--- src/rtl/instr_fetch_unit.sv ---
// Instruction fetch stage: owns the PC, fetches one word per instruction over req/ack, picks the next PC.
// 2+ cycles/instr; memory wait and stall each add a cycle; misaligned targets and fetch timeouts halt until reset.
module instr_fetch_unit #(
    parameter logic [31:0] RESET_PC = 32'h0000_0000,
    parameter int unsigned MAX_WAIT = 255
) (
    input  logic        clk,
    input  logic        rst,
    input  logic        PcSrc,
    input  logic [31:0] ImmExt,
    input  logic        stall,
    output logic        imem_req,
    output logic [31:0] imem_addr,
    input  logic        imem_ack,
    input  logic [31:0] imem_rdata,
    output logic [31:0] Instr,
    output logic [31:0] PC,
    output logic [31:0] PCPlus4,
    output logic        instr_valid,
    output logic        commit,
    output logic        misaligned,
    output logic        fetch_timeout
);
    localparam int CNT_W = $clog2(MAX_WAIT + 1);
    localparam logic [CNT_W-1:0] CNT_LAST = CNT_W'(MAX_WAIT - 1);
    localparam logic [CNT_W-1:0] CNT_SAT  = '1;
    localparam logic [31:0]      NOP      = 32'h0000_0013;

    typedef enum logic [1:0] {
        S_FETCH = 2'd0,
        S_EXEC  = 2'd1,
        S_HALT  = 2'd2
    } state_t;

    state_t           state, state_nxt;
    logic [31:0]      pc_q, pc_nxt;
    logic [31:0]      instr_q, instr_nxt;
    logic [CNT_W-1:0] wait_cnt, cnt_nxt;
    logic             mis_q, mis_nxt;
    logic             to_q, to_nxt;
    logic [31:0]      next_pc;

    // Outputs decode only from registered state so imem_req never depends on imem_ack.
    assign imem_req      = (state == S_FETCH);
    assign instr_valid   = (state == S_EXEC);
    assign commit        = instr_valid & ~stall;
    assign imem_addr     = pc_q;
    assign PC            = pc_q;
    assign PCPlus4       = pc_q + 32'd4;
    assign Instr         = instr_q;
    assign misaligned    = mis_q;
    assign fetch_timeout = to_q;
    assign next_pc       = PcSrc ? (pc_q + ImmExt) : (pc_q + 32'd4);

    always_ff @(posedge clk) begin
        if (rst) begin
            state    <= S_FETCH;
            pc_q     <= RESET_PC;
            instr_q  <= NOP;
            wait_cnt <= '0;
            mis_q    <= 1'b0;
            to_q     <= 1'b0;
        end else begin
            state    <= state_nxt;
            pc_q     <= pc_nxt;
            instr_q  <= instr_nxt;
            wait_cnt <= cnt_nxt;
            mis_q    <= mis_nxt;
            to_q     <= to_nxt;
        end
    end

    always_comb begin
        state_nxt = state;
        pc_nxt    = pc_q;
        instr_nxt = instr_q;
        cnt_nxt   = wait_cnt;
        mis_nxt   = mis_q;
        to_nxt    = to_q;
        case (state)
            S_FETCH: begin
                if (imem_ack) begin
                    instr_nxt = imem_rdata;
                    cnt_nxt   = '0;
                    state_nxt = S_EXEC;
                end else begin
                    if (wait_cnt != CNT_SAT) cnt_nxt = wait_cnt + CNT_W'(1);
                    // This is the MAX_WAIT-th unacknowledged request cycle.
                    if (wait_cnt >= CNT_LAST) begin
                        to_nxt    = 1'b1;
                        state_nxt = S_HALT;
                    end
                end
            end
            S_EXEC: begin
                if (!stall) begin
                    if (next_pc[1:0] != 2'b00) begin
                        mis_nxt   = 1'b1;
                        state_nxt = S_HALT;
                    end else begin
                        pc_nxt    = next_pc;
                        state_nxt = S_FETCH;
                    end
                end
            end
            default: state_nxt = S_HALT;
        endcase
    end
endmodule

--- config.mk ---
export PLATFORM = sky130hd
export DESIGN_NAME = instr_fetch_unit
export DESIGN_NICKNAME = d
export VERILOG_FILES = /design/src/rtl/instr_fetch_unit.sv
export SDC_FILE = /design/constraint.sdc
export NUM_CORES = 1
export LEC_CHECK = 0
export BUFFER_PORTS_ARGS = -buffer_cell sky130_fd_sc_hd__buf_2
export CAP_MARGIN = 20
export CORE_ASPECT_RATIO = 0.7
export CORE_UTILIZATION = 50
export CTS_BUF_LIST = sky130_fd_sc_hd__clkbuf_8
export CTS_CLUSTER_DIAMETER = 80
export DETAILED_ROUTE_END_ITERATION = 10
export PLACE_DENSITY_LB_ADDON = 0.08
export SYNTH_ARGS = -nofsm -noshare
export SYNTH_HDL_FRONTEND = slang
export SYNTH_SLANG_ARGS = --single-unit
export TNS_END_PERCENT = 20
--- constraint.sdc ---
create_clock -name clk -period 7.4 [get_ports clk]
set_input_delay 0.74 -clock clk [delete_from_list [all_inputs] [get_ports clk]]
set_output_delay 0.74 -clock clk [all_outputs]
set_load 0.005 [all_outputs]
After elaboration in Yosys (flattened, before gate mapping)
Index checks and enable logic that the tools add are counted.
{"block": "op_classes", "n_bitwise": 4, "n_lt_le_gt_ge": 1, "muxes": 8, "reduce_logical": 9, "add_sub_neg": 3, "eq_ne": 4}
{"operator": "adder 32 x 3 -> 32 bit (second input constant)", "n": 1}
{"operator": "adder 32 bit", "n": 1}
{"operator": "two-way mux 32 bit", "n": 1}
{"operator": "two-way mux 8 bit", "n": 2}
{"operator": "AND reduction 3 bit", "n": 3}
{"operator": "adder 8 x 1 -> 8 bit (second input constant)", "n": 1}
{"operator": "greater-or-equal comparator 8 bit (second input constant)", "n": 1}
{"operator": "two-way mux 2 bit", "n": 4}
{"operator": "!= test 8 bit (second input constant)", "n": 1}
{"operator": "AND reduction 2 bit", "n": 3}
{"operator": "one-hot mux 2 bit (2 select lines)", "n": 1}
{"operator": "nonzero test 2 bit", "n": 2}
{"operator": "!= test 3 x 1 -> 1 bit (second input constant)", "n": 1}
{"operator": "inverter 1 bit", "n": 3}
{"operator": "equality test 2 x 1 -> 1 bit (second input constant)", "n": 1}
{"operator": "logical NOT 2 bit", "n": 1}
{"operator": "!= test 2 bit (second input constant)", "n": 1}
{"operator": "bitwise AND 1 bit", "n": 1}
{"block": "word_totals", "ff_bits": 76}

Longest topological paths before layout
{"block": "depth", "depth_word": 6, "ltp_mapped": 10, "ltp_nobuf": 10}

Worst setup path after synthesis
Ideal clock, no wire load.
{"block": "synth_path", "path_kind": "in2reg", "from": "input port ImmExt[0]", "to": "register pc_q[28], in the netlist PC[28]", "n_path_buf": 0, "arrival_time_ns": 2.763, "slack_ns": 4.505, "path_stages": 10, "cell_sequence": "ha_1 > fa_1 > a21oi_1 > nor2_2 > nor4b_4 > o31a_2 > o21ai_1 > a211oi_1 > xor2_1 > o22ai_1"}
{"block": "synth_via", "elab_chain_len": 5}
{"item": "start: declaration", "line": "10", "source": "input logic [31:0] ImmExt,"}
{"item": "adder 32 bit *", "line": "53", "source": "assign next_pc = PcSrc ? (pc_q + ImmExt) : (pc_q + 32'd4);"}
{"item": "two-way mux 32 bit *", "line": "53"}
{"item": "nonzero test 2 bit", "line": "97", "source": "if (next_pc[1:0] != 2'b00) begin"}
{"item": "inverter 1 bit (no source line)"}
{"item": "AND reduction 3 bit (no source line)"}
{"item": "end signal: assignment", "line": "65", "source": "pc_q <= pc_nxt;"}
{"item": "end: declaration", "line": "36", "source": "logic [31:0] pc_q, pc_nxt;"}
Mark *: on every way between the ends. The rest lies on a longest branch, timed or not.
A chain may end at the register's enable or synchronous reset.

Worst setup path after layout
{"block": "layout_path", "from": "register pc_q[2], in the netlist PC[2]", "to": "output port PCPlus4[26]"}
{"block": "layout_via", "elab_chain_len": 1}
{"item": "adder 32 x 3 -> 32 bit", "line": "49", "source": "assign PCPlus4 = pc_q + 32'd4;"}
{"item": "end: declaration", "line": "18", "source": "output logic [31:0] PCPlus4,"}
Every way passes these cells.

==> impl_metrics.ini <==
[setup_path]
crit_top_cell = and3_1
r2r_start = PC[0]$_SDFFE_PP0P_
max_stage_delay_ps = 530
critPathKind = reg2out
critical_path.max_fanout = 9
crit_family = simple AND/OR/NAND/NOR gates
reg2reg_depth = 10
r2r-end = PC[28]$_SDFFE_PP0P_
crit_buf_inv = 1
crit_required_ps = 6660
end_kind = output pin
cp_cell_sequence = ha_1 -> and3_1 -> and2_0 -> and2_1 -> nor2b_2 -> and3_1 -> xor2_1 -> buf_2
arrival_ps = 2840
startpoint_type = register
crit_path_top_delay_cell = dfxtp_1
r2r_slack_ps = 4340

[hold_path]
hp-start = fetch_timeout$_SDFFE_PP0P_
min_path_cells = 2
hold_end = fetch_timeout$_SDFFE_PP0P_
hold_path_class = reg2reg

[route]
ant_nets = 0
met1_length_microns = 8650
drt_iter0_drc = 483
drt_first_pass_iters = 7
route.detailed.drc = 0
wl_met3_microns = 1530
dr_wl_met2_microns = 7490
wl_per_cell_microns = 17.2
routed_wl_microns = 18000
num_vias = 6177
avgViaCountPerCell = 5.92
routed.top_layer = met4

[yosys]
synthesis.area_sq_um = 5990
avgSynthCellArea_sq_um = 8.07
synth_edf_count = 0
synth_seq_cells = 76
ys_warn_count = 0
post_synth_inst_count = 742
ys_types = 84
yosysTopAreaCellShare_pct = 25.4
yosysMostFrequentCell = dfxtp_1
synthFlopType = dfxtp_1
yosys.area.top_type = dfxtp_1
synth_commonest_cells = dfxtp_1 (76), nand2_1 (62), nor2_1 (61)
syn-num-nets = 846
ys_async_sr_fraction_pct = 0
ys_seq_area_share_pct = 25.4
synth_area_leaders = dfxtp_1 (25%), ha_1 (7.1%), a22o_1 (4.4%)

[clock_network]
insertion_delay_ps = 370
cts_resized = 0
clk_pin_slew_ps = 100
root_buffer = clkbuf_8
cts_tree = done
htree_levels = 3
postCtsSetupRepairBufs = 0
clockBufferDepth = 2
cts_made_buffers = 9
hold_buffers = 0
clkSinkCount = 76

[power]
powerDensity_nw_per_um2 = 140
static-leakage-power_nw = 3.41
ir_drop_v = 0.0000906

[sta]
grt_setup_unrepaired = no
fmax_mhz = 279
setup_viol = 0
fin_worst_skew_ps = 13.3
tightest_slew_ps = 1020
finalCriticalPeriod_ps = 3580
fin_crit_sh_pct = 48.4
final_max_slew_viol_count = 0
whs_ps = 472
tns_ps = 0
final_hold_viol_count = 0
maxSlewHeadroom_pct = 31.9
setup_ws_ps = 3820

[place]
io_buffers = 201
hpwl_microns = 13600
dp_slack_ps = 3940
gp_congestion = 0.931
placed_area_sq_um = 6790

[cells_and_area]
area.sequential_sq_um = 1520
multi_input_comb_area_sq_um = 3970
nFillCells = 1084
synthToLayoutAreaGrowth_pct = 16.9
layout.nets = 986
fin_area_sq_um = 7000
fin_util_pct = 59.9
n_antenna_cell = 0
drive_gt1_share_pct = 29.5

[floorplan]
num_io_pins = 202
start_util_pct = 51.3
dieArea_sq_um = 12400
die_x_microns = 133
coreArea_sq_um = 11700
die_y_microns = 93.6
rows = 33

[run_status]
outcome = completed

[global_routing]
grt_max_degree = 59
grt_pass1_wl_microns = 28200
grtUsageTotal_pct = 28.6
grt_pass1_vias = 5375
antenna_found_initial = 0
overflow = 0

[flow_run]
cap_viol_max_count = 0
[worst reg2reg max path, cell delays in order (launching register included)]
cell,delay [ps]
dfxtp_1,390
ha_1,250
fa_1,410
a21oi_1,260
nor2_2,90
nor4b_4,490
o31a_2,290
o21ai_1,120
a211oi_1,300
xor2_1,210
o22ai_1,100
[cell type report]
| class | count | share of cell area, % |
|---|---|---|
| clock buffer | 9 | 1.77 |
| timing repair buffer | 206 | 15.1 |
| multi-input combinational | 572 | 56.6 |
| inverter | 17 | 0.911 |
| clock inverter | 7 | 1.09 |
| sequential | 76 | 21.7 |
| tap | 157 | 2.81 |
[worst max path at each step]
stage,startpoint,endpoint,slack (ps),depth (start not counted)
2_1_floorplan,ImmExt[0],PC[28]$_SDFFE_PP0P_,4500,10
3_3_place_gp,ImmExt[0],PC[29]$_SDFFE_PP0P_,4100,11
3_5_place_dp,ImmExt[0],PC[28]$_SDFFE_PP0P_,3940,11
4_1_cts,PC[2]$_SDFFE_PP0P_,PCPlus4[26],3820,8
5_1_grt,PC[2]$_SDFFE_PP0P_,PCPlus4[26],3630,8
6_report,PC[2]$_SDFFE_PP0P_,PCPlus4[26],3820,8
[report_power, final]
part / internal [W] / switching, W
combinational: 0.0000891 / 0.000116
sequential: 0.000428 / 0.0000185
clock: 0.000135 / 0.000191
total: 0.000652 / 0.000326
[cell usage in the layout, fill, tap and decap left out, types with 6 or more instances in the layout]
master    instances
buf_2           201
dfxtp_1          76
nand2_1          62
nor2_1           60
a21oi_1          49
ha_1             34
o21ai_0          33
a22o_1           30
xnor2_1          29
xor2_1           25
nand3_1          23
a21o_1           18
nor3_1           17
inv_1            17
nand4_1          15
and3_1           14
a211oi_1         12
o211ai_1         10
clkbuf_8          9
and2_1            8
or3_1             7
nor4_1            6
o21bai_1          6
[through the flow]
step	power (W)	std cells
after floorplan	0.000584	742
after global placement	0.000650	1026
after detailed placement	0.000656	1027
after CTS	0.000986	1043
after global routing	0.00103	1044
final	0.000978	1044
[metal layers]
layer,global-route usage [%],vias up
li1,-,2970
met1,42.1,2862
met2,42.1,314
met3,4.61,31
met4,8.52,0
met5,0,-
[kinds of logic after synthesis]
kind of cell             synth area share, %
buffers and inverters                   8.52
multiplexers                            1.09
flip-flops                              25.4
XOR/XNOR                                7.90
AO/OA/AOI/OAI                           26.7
AND/OR/NAND/NOR                         23.0
adder cells (fa/ha/maj)                 7.44
[sequential cells by signal, indices dropped and copies added (netlist names)]
register       flops
misaligned         1
fetch_timeout      1
state              2
PC                32
wait_cnt           8
Instr             32
(Power assumes the default switching activity.)
